**src/rtl/clk_div_pkg.sv**
```systemverilog
// Shared types and constants for the programmable clock divider.
package clk_div_pkg;

    typedef enum logic [1:0] {
        IDLE = 2'd0,
        RUN  = 2'd1,
        PEND = 2'd2
    } state_t;

    localparam int MIN_RATIO = 2;

endpackage

```
**src/rtl/clk_div_cnt.sv**
```systemverilog
// Period counter for the clock divider: counts 0..ratio-1 and derives tick and the base output.
module clk_div_cnt #(
    parameter int WIDTH = 8
) (
    input  logic             clk_in,
    input  logic             rst,
    input  logic             run,
    input  logic             hold,
    input  logic [WIDTH-1:0] ratio,
    output logic             tick,
    output logic             p
);

    logic [WIDTH-1:0] r_cnt;
    logic             w_last;

    assign w_last = (r_cnt == (ratio - WIDTH'(1)));

    // Cleared while stopped and on the stop cycle itself, so the first running cycle sees 0.
    always_ff @(posedge clk_in or negedge rst) begin
        if (!rst) begin
            r_cnt <= '0;
        end else if (!run || hold) begin
            r_cnt <= '0;
        end else if (w_last) begin
            r_cnt <= '0;
        end else begin
            r_cnt <= r_cnt + WIDTH'(1);
        end
    end

    assign tick = run & w_last;
    assign p    = run & (r_cnt < (ratio >> 1));

endmodule

```
**src/rtl/clk_div_ctrl.sv**
```systemverilog
// Clock divider controller: FSM, ratio handshake and output shaping.
// Optional feature: define CLK_DIV_ODD_DUTY_EN for exact 50% duty on odd ratios.
module clk_div_ctrl
    import clk_div_pkg::*;
#(
    parameter int WIDTH       = 8,
    parameter int RESET_RATIO = 28
) (
    input  logic             clk_in,
    input  logic             rst,
    input  logic             en,
    input  logic             cfg_valid,
    input  logic [WIDTH-1:0] cfg_ratio,
    output logic             cfg_ready,
    output logic             cfg_err,
    output logic             clk_out,
    output logic             tick,
    output logic [WIDTH-1:0] ratio_cur,
    output logic             busy,
    output logic [1:0]       state_dbg
);

    localparam logic [WIDTH-1:0] RESET_R = WIDTH'(RESET_RATIO);

    state_t           r_state;
    state_t           w_state_nxt;
    logic [WIDTH-1:0] r_ratio;
    logic [WIDTH-1:0] r_pend;
    logic [WIDTH-1:0] w_ratio_nxt;
    logic [WIDTH-1:0] w_pend_nxt;
    logic             r_err;
    logic             w_accept;
    logic             w_bad;
    logic             w_take;
    logic             w_run;
    logic             w_tick;
    logic             w_p;

    // Handshake: a request transfers on a rising edge where cfg_valid and cfg_ready are both high.
    assign w_accept = cfg_valid & cfg_ready;
    assign w_bad    = cfg_ratio < WIDTH'(MIN_RATIO);
    assign w_take   = w_accept & ~w_bad;
    assign w_run    = (r_state != IDLE);

    always_comb begin
        w_state_nxt = r_state;
        w_ratio_nxt = r_ratio;
        w_pend_nxt  = r_pend;
        case (r_state)
            IDLE: begin
                if (w_take) w_ratio_nxt = cfg_ratio;
                if (en)     w_state_nxt = RUN;
            end
            RUN: begin
                if (!en) begin
                    w_state_nxt = IDLE;
                    if (w_take) w_ratio_nxt = cfg_ratio;
                end else if (w_take) begin
                    w_pend_nxt  = cfg_ratio;
                    w_state_nxt = PEND;
                end
            end
            PEND: begin
                // Stopping applies the waiting ratio so it is not lost.
                if (!en) begin
                    w_state_nxt = IDLE;
                    w_ratio_nxt = r_pend;
                end else if (w_tick) begin
                    w_ratio_nxt = r_pend;
                    w_state_nxt = RUN;
                end
            end
            default: w_state_nxt = IDLE;
        endcase
    end

    always_ff @(posedge clk_in or negedge rst) begin
        if (!rst) begin
            r_state <= IDLE;
            r_ratio <= RESET_R;
            r_pend  <= RESET_R;
            r_err   <= 1'b0;
        end else begin
            r_state <= w_state_nxt;
            r_ratio <= w_ratio_nxt;
            r_pend  <= w_pend_nxt;
            r_err   <= w_accept & w_bad;
        end
    end

    clk_div_cnt #(
        .WIDTH(WIDTH)
    ) u_cnt (
        .clk_in (clk_in),
        .rst    (rst),
        .run    (w_run),
        .hold   (~en),
        .ratio  (r_ratio),
        .tick   (w_tick),
        .p      (w_p)
    );

`ifdef CLK_DIV_ODD_DUTY_EN
    logic r_n;

    // Half-cycle delayed copy of p stretches odd-ratio high time by half an input period.
    always_ff @(negedge clk_in or negedge rst) begin
        if (!rst) begin
            r_n <= 1'b0;
        end else begin
            r_n <= w_p;
        end
    end

    assign clk_out = r_ratio[0] ? (w_p | (r_n & w_run)) : w_p;
`else
    assign clk_out = w_p;
`endif

    assign tick      = w_tick;
    assign cfg_ready = (r_state != PEND);
    assign cfg_err   = r_err;
    assign busy      = (r_state == PEND);
    assign ratio_cur = r_ratio;
    assign state_dbg = r_state;

endmodule
```
**config.mk**
```make
export PLATFORM = sky130hd
export DESIGN_NAME = clk_div_ctrl
export DESIGN_NICKNAME = d
export VERILOG_FILES = /design/src/rtl/clk_div_pkg.sv /design/src/rtl/clk_div_cnt.sv /design/src/rtl/clk_div_ctrl.sv
export SDC_FILE = /design/constraint.sdc
export NUM_CORES = 1
export LEC_CHECK = 0
export BUFFER_PORTS_ARGS = -buffer_cell sky130_fd_sc_hd__buf_2
export CAP_MARGIN = 20
export CORE_AREA = 3 3 70 72
export CTS_CLUSTER_DIAMETER = 30
export CTS_CLUSTER_SIZE = 16
export DETAILED_ROUTE_END_ITERATION = 8
export DIE_AREA = 0 0 73 75
export SETUP_SLACK_MARGIN = 0.15
export SYNTH_ARGS = -nofsm -noshare
export SYNTH_HDL_FRONTEND = slang
export SYNTH_HIERARCHICAL = 1
export SYNTH_SLANG_ARGS = --single-unit
export TNS_END_PERCENT = 1
```
**constraint.sdc**
```tcl
create_clock -name clk_in -period 3.5 [get_ports clk_in]
set_clock_uncertainty 0.2 [all_clocks]
set_input_delay 0.7 -clock clk_in [delete_from_list [all_inputs] [get_ports clk_in]]
set_output_delay 0.7 -clock clk_in [all_outputs]
set_load 0.05 [all_outputs]
```
* Word level (Yosys, flattened, before mapping) *
Index checks and enable logic that the tools add are counted.

storage, ports and cells
  bits of input ports = 12
  flip-flop bits (word level) = 27
  logic and storage cells = 45

cells by class
  mux-type cells = 13
  $add $sub $neg = 2
  bitwise logic cells = 7
  reductions and logical operators = 8
  equality and inequality tests = 8
  $lt $le $gt $ge = 2

operators with widths
  kind                 number
  $mux 8               6
  $pmux 8 s3           1
  $mux 2               5
  $reduce_and 3->1     3
  $add 8x1->8 const B  1
  $eq 8x8->1           1
  $lt 8x2->1 const B   1
  $lt 8x7->1           1
  $sub 8x1->8 const B  1
  $ne 2x2->1 const B   3
  $ne 3x3->1 const B   2
  $pmux 2 s3           1
  $and 1x1->1          5
  $reduce_bool 3->1    1
  $eq 2x1->1 const B   1
  $eq 2x2->1 const B   1
  $logic_not 2->1      1
  $not 1->1            2
  $reduce_bool 2->1    1
  $logic_not 1->1      1
  $logic_or 1x1->1     1

* Logic depth before layout (Yosys ltp) *
Gate-level depths: netlist of run 1.

  word-level depth = 6
  gate-level depth with buffers = 11
  gate-level depth less buffers = 11

* Cells and area by module *
The synthesis of run 1 kept the hierarchy.

by module, submodules not included
  module        instances  cells an instance  sequential area each (sq um)  area an instance (sq um)
  clk_div_ctrl  1          63                 483.0                         915.9
  clk_div_cnt   1          95                 200.2                         804.5

* Worst setup path after synthesis of run 1 *
Ideal clock, no wire load.

  path type = reg2out
  start = reg r_ratio[2] (netlist: ratio_cur[2])
  end = out clk_out
  path buffers = 0
  stages on the path, launching flop included = 7
  arrival = 3,999 ps
  slack = -1,399 ps
  cells stage by stage = dfstp_2 inv_1 ha_1 a21o_1 a21oi_1 o211ai_1 a2111oi_0

between the ends
  longest elaborated chain between the ends = 2

ends and longest elaborated chain
  what                    line                source
  start, declared         clk_div_ctrl.sv:27  logic [WIDTH-1:0] r_ratio;
  start signal, assigned  clk_div_ctrl.sv:85  r_ratio <= w_ratio_nxt;
  $lt 8x7->1              clk_div_cnt.sv:33   assign p = run & (r_cnt < (ratio >> 1));
  $and 1x1->1             clk_div_cnt.sv:33
  end, declared           clk_div_ctrl.sv:16  output logic clk_out,

No other way between the ends.

* Worst setup path after layout of run 1 *
Same ends and word-level chain as after synthesis.

==> results of run 1 <==
[critical path: stages, from the launching register on]
cell and delay (ns):
dfstp_2 0.60, inv_1 0.10, ha_1 0.29, a21o_1 0.16, a21oi_1 0.14, o211ai_1 0.15, a2111oi_4 0.36, buf_4 0.25
[per-stage QoR]
step                      utilization [%]  cell area, um2  power [mW]  worst slack [ns]
after CTS                            45.2            1970       0.974             0.189
after global routing                 45.3            1970        1.03             0.124
after detailed placement             44.2            1920       0.791             0.483
after global placement               44.2            1920       0.774             0.569
final                                45.3            1970       0.968             0.278
after floorplan                         -            1740       0.697             0.152
[worst max-delay path by stage]
stage                         endpoint  slack (ns)  cells past startpoint
after CTS                         tick        0.19                      8
final                          clk_out        0.28                      7
after global routing           clk_out        0.12                      7
after global placement    ratio_cur[0]        0.57                     11
after detailed placement  ratio_cur[0]        0.48                     11
after floorplan           ratio_cur[0]        0.15                     11
[where the power goes]
part           internal [mW]  total, mW  switching [mW]
Clock                 0.0801      0.186           0.106
Sequential             0.375      0.431          0.0561
Combinational          0.134      0.351           0.217
Total                  0.589      0.968           0.379
[flip-flops by register name, indices dropped and copies added, names as in the netlist]
register / count
r_pend: 8
state_dbg: 2
cfg_err: 1
u_cnt/r_cnt: 8
ratio_cur: 8
[kinds of logic after synthesis]
family | after synthesis | share of synthesized area, %
flops | 27 | 39.7
simple gates | 42 | 14.8
buf+inv | 15 | 3.71
compound gates | 26 | 12.1
xor+xnor | 16 | 8.15
mux | 24 | 15.7
fa+ha+maj | 8 | 5.82
[cells in the mapped netlist, types with 2 or more instances]
library cell and number:
and3_1 4, nand2_1 9, nor3_1 5, a21oi_1 10
dfstp_2 6, xor2_1 3, mux2_2 24, inv_2 2
ha_1 8, a2111oi_2 2, xnor2_1 13, nand3_1 2
dfrtp_1 21, nor3b_1 2, nor2_1 3, nand2_2 2
o21ai_0 3, o211ai_1 2, inv_1 12, nand4_1 3
[metal layers]
metal	global-route usage, %	wire (um)
met5	0	0
met4	5.33	59
met3	2.80	153
met2	27.0	1880
met1	20.5	1670
[final cells by class]
type	count	area, um2
timing repair buffer	26	133
sequential	27	686
tap	52	65.1
fill	415	2380
multi-input combinational	116	992
clock buffer	3	41.3
clock inverter	1	5.00
inverter	14	52.6
==> flow_summary.json, run 1 <==
{
  "drv_slew": 0,
  "reg2reg_setup_slack_ns": 0.53,
  "min_path_type": "input port to async pin",
  "synth_top_area_share_pct": 30.5,
  "fin_crit_ns": 3.22,
  "antenna_found_initial": 0,
  "final_common_cell": "buf_2",
  "cp_data_arrival_time_ns": 2.32,
  "wl_per_cell_um": 15.8,
  "syn_inst": 158,
  "ys_top_cells_by_area": "dfrtp_1 31%, mux2_2 16%, dfstp_2 9.2%, xnor2_1 6.6%, ha_1 5.8%",
  "drc_errors": 0,
  "cp_max_fo": 6,
  "grt_usage_pct": 15.9,
  "synthesis.nets": 178,
  "hold_viol": 0,
  "worstSetupStartpoint": "ratio_cur[2]",
  "first_pass_iters": 4,
  "hpwlAfterDp_um": 2900,
  "ys_seq_elements": 27,
  "cts_buffers": 3,
  "clockBufferDepth": 2,
  "required_ns": 2.60,
  "synth_edf_count": 0,
  "grt_pass1_wl_um": 6710,
  "layout_common_cells": "25 x buf_2, 24 x mux2_2, 19 x dfrtp_1",
  "vias": 1319,
  "initial_core_util_pct": 39.5,
  "worstSetupPathType": "flip-flop to output pin",
  "fin_crit_sh_pct": 92.1,
  "ir_drop_mv": 0.181,
  "gp_congestion": 0.835,
  "coreArea_um2": 4350,
  "synth_top_cell_by_area": "dfrtp_1",
  "vias_per_cell": 5.52,
  "crit_path_start_kind": "flip-flop",
  "syn_area_per_cell_um2": 10.9,
  "grt_setup_unrepaired": "true",
  "tritoncts": "built",
  "n_antenna_cell": 0,
  "final_cells": 239,
  "finalNetCount": 208,
  "maxCapViolCount": 0,
  "final.setup.tns_ns": 0,
  "syn_to_final_growth_pct": 14.8,
  "die_area_um2": 5480,
  "yosysSeqAreaShare_pct": 39.7,
  "p_leak_nw": 0.878,
  "insertion_delay_ns": 0.28,
  "hold_slack_ns": 0.219,
  "dp_cells": 235,
  "synth.distinct_cells": 42,
  "io_pins": 27,
  "finalSetupViolCount": 0,
  "gr-total-overflow": 0,
  "r2r_cells": 11,
  "ant_nets": 0,
  "drtIter0Drc": 36,
  "r2r_start": "ratio_cur[0]",
  "fmax_mhz": 310,
  "post_cts.repair.setup_buffers": 0,
  "cts_hold_buf": 0,
  "tightest_slew_ns": 0.617,
  "io_buffers": 26,
  "row_count": 24,
  "cts-root-buf": "clkbuf_8",
  "die-height_um": 75,
  "async_reset_ff_share_pct": 100,
  "status": "complete, no violations",
  "netlist_area_um2": 1720,
  "clkSinkCount": 27,
  "grt_max_degree": 28,
  "cts-resized-gates": 0,
  "htree_levels": 1,
  "wl_um": 3770,
  "relSlewSlack_pct": 58.9,
  "die_x_um": 73,
  "clkTransAtPathRegs_ns": 0.10,
  "endpoint_kind": "output pin",
  "ys.flop_type": "dfrtp_1",
  "powerDensity_nw_per_um2": 490,
  "r2r_end": "ratio_cur[7]",
  "synth_warnings": 6,
  "grt_pass1_vias": 1401,
  "final_layout_size_suffix_gt1_share_pct": 41.7
}
No activity file was read; power rests on OpenSTA's default activity.
==> run 2, diff against run 1 <==
--- a/config.mk
+++ b/config.mk
@@ -7,11 +7,14 @@
 export LEC_CHECK = 0
 export BUFFER_PORTS_ARGS = -buffer_cell sky130_fd_sc_hd__buf_2
 export CAP_MARGIN = 20
+export CELL_PAD_IN_SITES_DETAIL_PLACEMENT = 0
+export CELL_PAD_IN_SITES_GLOBAL_PLACEMENT = 1
 export CORE_AREA = 3 3 70 72
 export CTS_CLUSTER_DIAMETER = 30
 export CTS_CLUSTER_SIZE = 16
 export DETAILED_ROUTE_END_ITERATION = 8
 export DIE_AREA = 0 0 73 75
+export PLACE_DENSITY_LB_ADDON = 0.1
 export SETUP_SLACK_MARGIN = 0.15
 export SYNTH_ARGS = -nofsm -noshare
 export SYNTH_HDL_FRONTEND = slang
==> run 2 against run 1 <==
  * Sequential share of layout area shrank 0.35 points
  * Global-route usage down 0.94 points
  * Largest cell class unchanged
  * Final area rose by 1.0%
  * Count of clock-buffer cells in the layout grew 1
  * Utilization increased by 0.46 points
  * Die area is the same
  * Hold slack improved by 0.024 ns
  * Wire length fell by 1.5%
  * Clock power fell by 8%
==> flow_summary.json, run 2 (same netlist as run 1, synthesis figures left out) <==
{
  "grt_setup_unrepaired": "true",
  "wl_per_cell_um": 15.4,
  "syn_to_final_growth_pct": 15.9,
  "fin_crit_sh_pct": 90.8,
  "ir_drop_mv": 0.199,
  "tritoncts": "built",
  "finalSetupViolCount": 0,
  "io_buffers": 26,
  "grt_max_degree": 28,
  "drv_slew": 0,
  "insertion_delay_ns": 0.27,
  "relSlewSlack_pct": 58.4,
  "postLayoutSetupSlackWorst_ns": 0.321,
  "clockBufferDepth": 2,
  "clkTransAtPathRegs_ns": 0.09,
  "ant_nets": 0,
  "slowest_delay_ns": 0.59,
  "min_path_type": "input port to async pin",
  "grt_usage_pct": 15.0,
  "path_cells": "inv_1 -> ha_1 -> a21o_1 -> a21oi_1 -> o211ai_1 -> a2111oi_4 -> buf_6",
  "grt_pass1_vias": 1256,
  "cp_max_fo": 6,
  "gp_congestion": 0.841,
  "row_count": 24,
  "cts-root-buf": "clkbuf_8",
  "p_leak_nw": 0.885,
  "status": "complete, no violations",
  "antenna_found_initial": 0,
  "dpl_cell_area_um2": 1920,
  "hold_viol": 0,
  "die_area_um2": 5480,
  "hpwlAfterDp_um": 2820,
  "post-place-ws_ns": 0.541,
  "layout_common_cells": "24 x mux2_2, 24 x buf_2, 19 x dfrtp_1",
  "die-height_um": 75,
  "die_x_um": 73,
  "dp_cells": 235,
  "required_ns": 2.60,
  "slowest_stage": "dfstp_2",
  "cp_num_buf_inv": 2,
  "io_pins": 27,
  "grt_pass1_wl_um": 6300,
  "maxCapViolCount": 0,
  "worstSetupPathType": "flip-flop to output pin",
  "critPathTopFamily": "compound AO/OA/AOI/OAI gates",
  "tightest_slew_ns": 0.624,
  "hold_slack_ns": 0.243,
  "first_pass_iters": 4,
  "final.setup.tns_ns": 0,
  "initial_core_util_pct": 39.5,
  "htree_levels": 1,
  "gr-total-overflow": 0,
  "post-route-cell-area_um2": 1990,
  "final_layout_size_suffix_gt1_share_pct": 41.8,
  "endpoint_kind": "output pin",
  "drc_errors": 0,
  "vias": 1277,
  "p_total_mw": 0.965,
  "coreArea_um2": 4350,
  "powerDensity_nw_per_um2": 484,
  "clkSinkCount": 27,
  "cts_hold_buf": 0,
  "cp_data_arrival_time_ns": 2.28,
  "fmax_mhz": 315,
  "vias_per_cell": 5.30,
  "fin_util_pct": 45.8,
  "fin_crit_ns": 3.18,
  "n_antenna_cell": 0,
  "crit_path_start_kind": "flip-flop",
  "wl_um": 3710,
  "finalNetCount": 210,
  "cts_buffers": 3,
  "drtIter0Drc": 70,
  "final_cells": 241
}
-- run 2: cell types whose count changed in the layout (fill, tap and decap cells not counted), sizes merged --
cell    change
buf         +1
clkinv      -1
clkbuf      +2
-- run 2: power breakdown --
group / leakage [nW] / internal, mW / switching [mW] / total, mW
registers: 0.330 / 0.375 / 0.0535 / 0.429
logic: 0.533 / 0.141 / 0.222 / 0.364
clock network: 0.0228 / 0.0814 / 0.0908 / 0.172
-- run 2: cell type report --
cell class | count | area, um2
fillers | 412 | 2360
multi-input cells | 116 | 992
flip-flops and latches | 27 | 686
repair buffers | 28 | 154
well taps | 52 | 65.1
inverters | 14 | 52.6
clock buffers | 4 | 45.0
-- run 2: timing repair --
action                     in CTS  in global routing
resized for setup               0                  6
buffers inserted                0                  2
setup endpoints to repair       0                  2
-- run 2: final timing paths --
path,startpoint,to,slack [ns],cells past startpoint
setup / recovery,ratio_cur[2],clk_out,0.32,7
hold / removal,rst,ratio_cur[7],0.24,1
setup reg to reg,ratio_cur[1],ratio_cur[1],0.63,11
hold reg to reg,r_pend[6],r_pend[6],0.31,1
max in group asynchronous,rst,ratio_cur[0],2.42,1
min in group clk_in,r_pend[6],r_pend[6],0.31,1
-- run 2: worst reg2reg max path, stage by stage, from the launching register on --
cell      delay (ns)
dfrtp_2         0.44
inv_1           0.06
ha_1            0.25
xnor2_1         0.15
and4b_1         0.18
a41oi_1         0.19
nand2_2         0.19
and3_1          0.25
nor3b_1         0.23
o21ai_2         0.11
o221ai_4        0.13
mux2_2          0.38
-- run 2: layer usage --
layer	track usage, %	vias to the layer above	wire (um)
li1	-	624	-
met1	20.5	625	1730
met2	24.3	23	1800
met3	2.67	5	141
met4	4.30	0	40
met5	0	-	0
